--- src/rtl/control_unit_if.sv ---
// control_unit_if
// Bundles the signals between the control unit and the datapath.
//   master : control unit side. It receives IR and SF and drives the
//            control word, the state (for debug) and halted.
//   slave  : datapath side, with the opposite directions.
// Signals:
//   IR[31:0]      instruction word from the instruction register
//   SF[3:0]       status flags {V,C,N,Z}
//   AS            address select (0 ALU, 1 PC)
//   DS[1:0]       data select (00 ALU, 01 B, 10 PC, 11 memory)
//   PS[1:0]       PC function (00 hold, 01 inc, 10 load, 11 PC+PC_in)
//   PC_Sel        PC_in source (0 A bus, 1 K)
//   K_Sel         ALU B source (0 B bus, 1 K)
//   IL, SL        instruction load, status load
//   FS[4:0], C0   ALU function select and carry-in
//   MW, RW        memory write, register-file write
//   DA, SA, SB    register-file addresses
//   K[63:0]       constant
//   state[2:0]    current FSM state
//   halted        high while halted
interface control_unit_if;
   logic [31:0] IR;
   logic [3:0]  SF;
   logic        AS;
   logic [1:0]  DS;
   logic [1:0]  PS;
   logic        PC_Sel;
   logic        K_Sel;
   logic        IL;
   logic        SL;
   logic [4:0]  FS;
   logic        C0;
   logic        MW;
   logic        RW;
   logic [4:0]  DA;
   logic [4:0]  SA;
   logic [4:0]  SB;
   logic [63:0] K;
   logic [2:0]  state;
   logic        halted;

   modport master (
      input  IR, SF,
      output AS, DS, PS, PC_Sel, K_Sel, IL, SL, FS, C0, MW, RW,
             DA, SA, SB, K, state, halted
   );

   modport slave (
      output IR, SF,
      input  AS, DS, PS, PC_Sel, K_Sel, IL, SL, FS, C0, MW, RW,
             DA, SA, SB, K, state, halted
   );
endinterface

--- src/rtl/control_unit.sv ---
// control_unit
// Multi-cycle instruction sequencer. It runs FETCH, DECODE and EXECUTE
// (plus MEM for loads) and decodes the instruction register into a
// control word for the datapath.
// Ports:
//   clk   rising-edge clock for the state register
//   rst   asynchronous, active-high reset that forces the INIT state
//   bus   control_unit_if.master, which carries IR/SF in and the
//         control word, state and halted out
// Parameter:
//   FS_ADD  ALU function code used for load/store address calculation
module control_unit #(
   parameter logic [4:0] FS_ADD = 5'b00010
) (
   input logic            clk,
   input logic            rst,
   control_unit_if.master bus
);

   typedef enum logic [2:0] {
      ST_INIT    = 3'd0,
      ST_FETCH   = 3'd1,
      ST_DECODE  = 3'd2,
      ST_EXECUTE = 3'd3,
      ST_MEM     = 3'd4,
      ST_HALT    = 3'd5
   } state_t;

   localparam logic [5:0] OP_ALUR  = 6'h01;
   localparam logic [5:0] OP_ALUI  = 6'h02;
   localparam logic [5:0] OP_LOAD  = 6'h03;
   localparam logic [5:0] OP_STORE = 6'h04;
   localparam logic [5:0] OP_B     = 6'h05;
   localparam logic [5:0] OP_BCOND = 6'h06;
   localparam logic [5:0] OP_BR    = 6'h07;
   localparam logic [5:0] OP_HALT  = 6'h3F;

   state_t      cur_state;
   state_t      nxt_state;

   logic [5:0]  op;
   logic [4:0]  rd, rn, rm, fs;
   logic [10:0] imm11;
   logic [18:0] imm19;
   logic [25:0] imm26;
   logic [3:0]  cond;
   logic        cond_true;

   assign op    = bus.IR[31:26];
   assign rd    = bus.IR[25:21];
   assign rn    = bus.IR[20:16];
   assign rm    = bus.IR[15:11];
   assign imm11 = bus.IR[15:5];
   assign fs    = bus.IR[4:0];
   assign imm19 = bus.IR[23:5];
   assign cond  = bus.IR[3:0];
   assign imm26 = bus.IR[25:0];

   // Branch condition evaluation. The flags are packed {V,C,N,Z}, so Z is
   // bit 0 and V is bit 3. Codes 8-15 are reserved and never taken.
   always_comb begin
      cond_true = 1'b0;
      case (cond)
         4'd0: cond_true =  bus.SF[0];
         4'd1: cond_true = ~bus.SF[0];
         4'd2: cond_true =  bus.SF[2];
         4'd3: cond_true = ~bus.SF[2];
         4'd4: cond_true =  bus.SF[1];
         4'd5: cond_true = ~bus.SF[1];
         4'd6: cond_true =  bus.SF[3];
         4'd7: cond_true = ~bus.SF[3];
         default: cond_true = 1'b0;
      endcase
   end

   // State register. Reset is asynchronous so an in-flight instruction
   // is abandoned at once. The control word follows the state
   // combinationally, so no write strobe can survive a reset.
   always_ff @(posedge clk or posedge rst) begin
      if (rst) begin
         cur_state <= ST_INIT;
      end else begin
         cur_state <= nxt_state;
      end
   end

   // Control word and next-state decode. Every output starts at zero, and
   // each state or opcode raises only the fields it needs. MEM repeats
   // the load address setup so the memory address stays stable while the
   // read data is written back. Branch offsets are added to the PC that
   // was already incremented in DECODE.
   always_comb begin
      bus.AS     = 1'b0;
      bus.DS     = 2'b00;
      bus.PS     = 2'b00;
      bus.PC_Sel = 1'b0;
      bus.K_Sel  = 1'b0;
      bus.IL     = 1'b0;
      bus.SL     = 1'b0;
      bus.FS     = 5'd0;
      bus.C0     = 1'b0;
      bus.MW     = 1'b0;
      bus.RW     = 1'b0;
      bus.DA     = 5'd0;
      bus.SA     = 5'd0;
      bus.SB     = 5'd0;
      bus.K      = 64'd0;
      bus.halted = 1'b0;
      nxt_state  = ST_INIT;

      case (cur_state)
         ST_INIT: begin
            nxt_state = ST_FETCH;
         end
         ST_FETCH: begin
            bus.AS    = 1'b1;
            bus.DS    = 2'b11;
            bus.IL    = 1'b1;
            nxt_state = ST_DECODE;
         end
         ST_DECODE: begin
            bus.PS    = 2'b01;
            nxt_state = ST_EXECUTE;
         end
         ST_EXECUTE: begin
            nxt_state = ST_FETCH;
            case (op)
               OP_ALUR: begin
                  bus.DA = rd;
                  bus.SA = rn;
                  bus.SB = rm;
                  bus.FS = fs;
                  bus.RW = 1'b1;
                  bus.SL = bus.IR[5];
                  bus.C0 = bus.IR[6];
               end
               OP_ALUI: begin
                  bus.DA    = rd;
                  bus.SA    = rn;
                  bus.FS    = fs;
                  bus.K_Sel = 1'b1;
                  bus.K     = {53'd0, imm11};
                  bus.RW    = 1'b1;
                  bus.SL    = 1'b1;
               end
               OP_LOAD: begin
                  bus.SA    = rn;
                  bus.K     = {53'd0, imm11};
                  bus.K_Sel = 1'b1;
                  bus.FS    = FS_ADD;
                  bus.DS    = 2'b11;
                  nxt_state = ST_MEM;
               end
               OP_STORE: begin
                  bus.SA    = rn;
                  bus.SB    = rd;
                  bus.K     = {53'd0, imm11};
                  bus.K_Sel = 1'b1;
                  bus.FS    = FS_ADD;
                  bus.MW    = 1'b1;
               end
               OP_B: begin
                  bus.K      = {{38{imm26[25]}}, imm26};
                  bus.PC_Sel = 1'b1;
                  bus.PS     = 2'b11;
               end
               OP_BCOND: begin
                  if (cond_true) begin
                     bus.K      = {{45{imm19[18]}}, imm19};
                     bus.PC_Sel = 1'b1;
                     bus.PS     = 2'b11;
                  end
               end
               OP_BR: begin
                  bus.SA = rn;
                  bus.PS = 2'b10;
               end
               OP_HALT: begin
                  nxt_state = ST_HALT;
               end
               default: begin
                  nxt_state = ST_FETCH;
               end
            endcase
         end
         ST_MEM: begin
            bus.SA    = rn;
            bus.K     = {53'd0, imm11};
            bus.K_Sel = 1'b1;
            bus.FS    = FS_ADD;
            bus.DS    = 2'b11;
            bus.DA    = rd;
            bus.RW    = 1'b1;
            nxt_state = ST_FETCH;
         end
         ST_HALT: begin
            bus.halted = 1'b1;
            nxt_state  = ST_HALT;
         end
         default: begin
            nxt_state = ST_INIT;
         end
      endcase
   end

   assign bus.state = cur_state;

endmodule

--- src/flat_wrapper.sv ---
// flat-port wrapper written by rule: the top's interface ports become plain ports
module control_unit_flat 
#(
   parameter logic [4:0] FS_ADD = 5'b00010
)
  (clk, rst, bus_IR, bus_SF, bus_AS, bus_DS, bus_PS, bus_PC_Sel, bus_K_Sel, bus_IL, bus_SL, bus_FS, bus_C0, bus_MW, bus_RW, bus_DA, bus_SA, bus_SB, bus_K, bus_state, bus_halted);
  control_unit_if bus_i ();
  input logic clk;
  input logic rst;
  input wire logic [$bits(bus_i.IR)-1:0] bus_IR;
  input wire logic [$bits(bus_i.SF)-1:0] bus_SF;
  output wire logic [$bits(bus_i.AS)-1:0] bus_AS;
  output wire logic [$bits(bus_i.DS)-1:0] bus_DS;
  output wire logic [$bits(bus_i.PS)-1:0] bus_PS;
  output wire logic [$bits(bus_i.PC_Sel)-1:0] bus_PC_Sel;
  output wire logic [$bits(bus_i.K_Sel)-1:0] bus_K_Sel;
  output wire logic [$bits(bus_i.IL)-1:0] bus_IL;
  output wire logic [$bits(bus_i.SL)-1:0] bus_SL;
  output wire logic [$bits(bus_i.FS)-1:0] bus_FS;
  output wire logic [$bits(bus_i.C0)-1:0] bus_C0;
  output wire logic [$bits(bus_i.MW)-1:0] bus_MW;
  output wire logic [$bits(bus_i.RW)-1:0] bus_RW;
  output wire logic [$bits(bus_i.DA)-1:0] bus_DA;
  output wire logic [$bits(bus_i.SA)-1:0] bus_SA;
  output wire logic [$bits(bus_i.SB)-1:0] bus_SB;
  output wire logic [$bits(bus_i.K)-1:0] bus_K;
  output wire logic [$bits(bus_i.state)-1:0] bus_state;
  output wire logic [$bits(bus_i.halted)-1:0] bus_halted;
  assign bus_i.IR = bus_IR;
  assign bus_i.SF = bus_SF;
  assign bus_AS = bus_i.AS;
  assign bus_DS = bus_i.DS;
  assign bus_PS = bus_i.PS;
  assign bus_PC_Sel = bus_i.PC_Sel;
  assign bus_K_Sel = bus_i.K_Sel;
  assign bus_IL = bus_i.IL;
  assign bus_SL = bus_i.SL;
  assign bus_FS = bus_i.FS;
  assign bus_C0 = bus_i.C0;
  assign bus_MW = bus_i.MW;
  assign bus_RW = bus_i.RW;
  assign bus_DA = bus_i.DA;
  assign bus_SA = bus_i.SA;
  assign bus_SB = bus_i.SB;
  assign bus_K = bus_i.K;
  assign bus_state = bus_i.state;
  assign bus_halted = bus_i.halted;
  control_unit #(.FS_ADD(FS_ADD)) u_core (.clk(clk), .rst(rst), .bus(bus_i));
endmodule
--- config.mk ---
export PLATFORM = sky130hd
export DESIGN_NAME = control_unit_flat
export DESIGN_NICKNAME = d
export VERILOG_FILES = /design/src/rtl/control_unit_if.sv /design/src/rtl/control_unit.sv /design/src/flat_wrapper.sv
export SDC_FILE = /design/constraint.sdc
export NUM_CORES = 1
export LEC_CHECK = 0
export CAP_MARGIN = 20
export CORE_MARGIN = 2
export CORE_UTILIZATION = 30
export DETAILED_ROUTE_END_ITERATION = 10
export PLACE_DENSITY = 0.89
export SLEW_MARGIN = 20
export SYNTH_ARGS = -nofsm -noshare
export SYNTH_HDL_FRONTEND = slang
export SYNTH_SLANG_ARGS = --single-unit
--- constraint.sdc ---
create_clock -name clk -period 4.6 [get_ports clk]
set_input_delay 0.69 -clock clk [delete_from_list [all_inputs] [get_ports clk]]
set_output_delay 0.69 -clock clk [all_outputs]
set_load 0.01 [all_outputs]
==> flow_summary_export.csv <==
group,metric,value,unit
placement,place_congestion,0.8160,
yosys,synth_nets,230,
yosys,synth_area_leader_cell,"buf_4",
finish,syn_to_final_growth,82.32,%
floorplanning,ios,138,
drt,ant_nets,0,
floorplanning,coreArea,4414,sq um
floorplanning,fp.dieH,72.16,um
finish,diodes,0,
power,p_leak,0.9690,nW
yosys,yosysSeqAreaShare,5.386,%
sta,tightest_slew,0.5952,ns
drt,first_pass_iters,4,
floorplanning,start_util,31.58,%
power,pwr_density_cell,152.3,nW/um^2
clock_network,cts_resized,0,
sta,maxSlewViolCount,0,
drt,wl,5474,um
finish,drive_above_1_share,5.965,%
drt,drc,0,
sta,maxSlewHeadroom,60.19,%
grt,globalRouteOverflowTotal,0,
critical_path,startpoint_type,"input pin",
finish,final_net_count,324,
floorplanning,die_area,5207,sq um
yosys,ys_seq_elements,3,
sta,timing.fmax,242.6,MHz
clock_network,cts_setup_buffers,0,
clock_network,htree_levels,1,
clock_network,clock_path_buffers,2,
grt,first_global_vias,1628,
yosys,synth_ff_type,"dfrtp_1",
critical_path,end_kind,"output pin",
floorplanning,die_w,72.16,um
yosys,avgSynthCellArea,7.260,sq um
clock_network,clk_pin_slew,0.03,ns
clock_network,numCtsBuffers,3,
critical_path,critical_path_arrival,3.43,ns
floorplanning,std_cell_rows,24,
grt,grt_max_degree,40,
critical_path,crit_fanout,39,
yosys,synth_cells,192,
clock_network,cts_root_buf,"clkbuf_8",
finish,seqCellArea,75.07,sq um
critical_path,r2r_start,"u_core.bus.state[2]$_DFF_PP0_",
drt,via_count,1817,
sta,fin_crit,4.121,ns
run,cap_violations,0,
critical_path,crit_required,3.91,ns
drt,wire_per_inst,16.24,um
sta,fin_crit_sh,89.59,%
clock_network,clk_latency,0.22,ns
sta,fin_ws,0.4788,ns
clock_network,tritoncts,"built",
sta,grt_setup_unrepaired,"false",
worst_hold_path,whs_endpoint,"u_core.bus.state[1]$_DFF_PP0_",
sta,setup_tns,0,ns
yosys,synth_top_area_share,22.08,%
finish,fill_cells,402,
clock_network,clock-sinks,3,
placement,place_ws,0.4851,ns
grt,antenna_found_initial,0,
worst_hold_path,holdPathStages,1,
yosys,synth_edf_count,0,
yosys,synthTopCellsByArea,"buf_4 (22%), a221o_1 (7.9%), and2_1 (6.7%), and3_1 (5.8%), dfrtp_1 (5.4%)",
placement,dp_hpwl,4306,um
yosys,synth_area,1394,sq um
yosys,synth_cell_types,44,
finish,multi_input_area,939.7,sq um
yosys,synth_warnings,0,
sta,setup-violations-final,0,
critical_path,rr_worst_depth,3,
yosys,synthArstFlopShare,100.0,%
outcome,outcome,"complete, no violations",
placement,io_buffers,137,
worst_hold_path,hp-class,"reg -> reg",
grt,grt_usage,18.78,%
drt,vias_per_cell,5.392,
clock_network,cts_hold_buf,0,
grt,grt_pass1_wl,7859,um
critical_path,rrSetupSlack,3.49,ns
sta,fin_skew,0.003443,ns
sta,final_hold_viol_count,0,
power,ir_drop,0.1185,mV
critical_path,r2r_end,"u_core.bus.state[2]$_DFF_PP0_",
finish,largest_register_ffs,3,
drt,drt-initial-drc-count,148,
critical_path,cp-startpoint,"bus_IR[29]",
critical_path,critical_path_class,"in -> out",
worst_hold_path,hold_start,"u_core.bus.state[2]$_DFF_PP0_",
## placed cells by master, fill, tap and decap left out, types with 5 or more instances in the layout
master             n
clkdlybuf4s50_1  137
a21oi_1            8
and3_1            13
buf_4              5
and2_1            15
a32o_1             7
nor2_1            11
a22oi_1            6
nand2_1           13
a221o_1           11
## per-stage QoR
step                hold slack, ns  power, mW  util [%]  instances  instance area, sq um
finish                      0.5609     0.3869     57.57        337                  2541
global route                0.6363     0.4106     57.57        337                  2541
CTS                         0.5651     0.3887     57.57        337                  2541
detailed placement          0.5631     0.3092     56.55        333                  2496
global placement            0.5542     0.3039     56.55        333                  2496
floorplan                   0.4436     0.1827         -        192                  1394
## routing by layer
metal,up-vias,global-route usage (%),wire length (um)
li1,856,-,-
met1,832,22.61,2148
met2,121,34.15,2661
met3,8,3.472,578
met4,0,4.612,86
met5,-,0,0
## worst max path at each step
stage	to
floorplan	bus_K[26]
global route	bus_K[52]
CTS	bus_K[61]
global placement	bus_K[38]
detailed placement	bus_K[61]
finish	bus_K[61]
## layout make-up
type | instances | share of cell area [%]
Multi-Input combinational cell | 134 | 36.98
Inverter | 2 | 0.2954
Sequential cell | 3 | 2.954
Timing Repair Buffer | 142 | 55.44
Tap cell | 52 | 2.560
Clock buffer | 4 | 1.773
## power breakdown
part           switching (mW)  total (mW)  internal, mW
logic                   0.115       0.252         0.138
clock network          0.0188      0.0780        0.0592
registers              0.0207      0.0568        0.0360
## Yosys cell counts (6+ instances only)
master	instances
and2_1	15
buf_2	6
a221o_1	11
nand2_1	13
a21oi_1	9
a32o_1	7
buf_4	41
and3_1	13
a22oi_1	6
nor2_1	11
## critical path, cell delays in order
cell and delay, ns:
clkdlybuf4s50_1 0.44, or3_1 0.52, or2_1 0.43, a21o_1 0.31, a21oi_2 0.13, buf_4 0.31
clkdlybuf4s50_1 0.61
## kinds of logic after synthesis
group,after synthesis,share of synthesized area [%]
simple gates,78,32.67
buf+inv,55,27.47
compound gates,51,30.25
xor+xnor,3,1.885
flops,3,5.386
mux,2,2.334
Power figures use the tool's default switching activity.
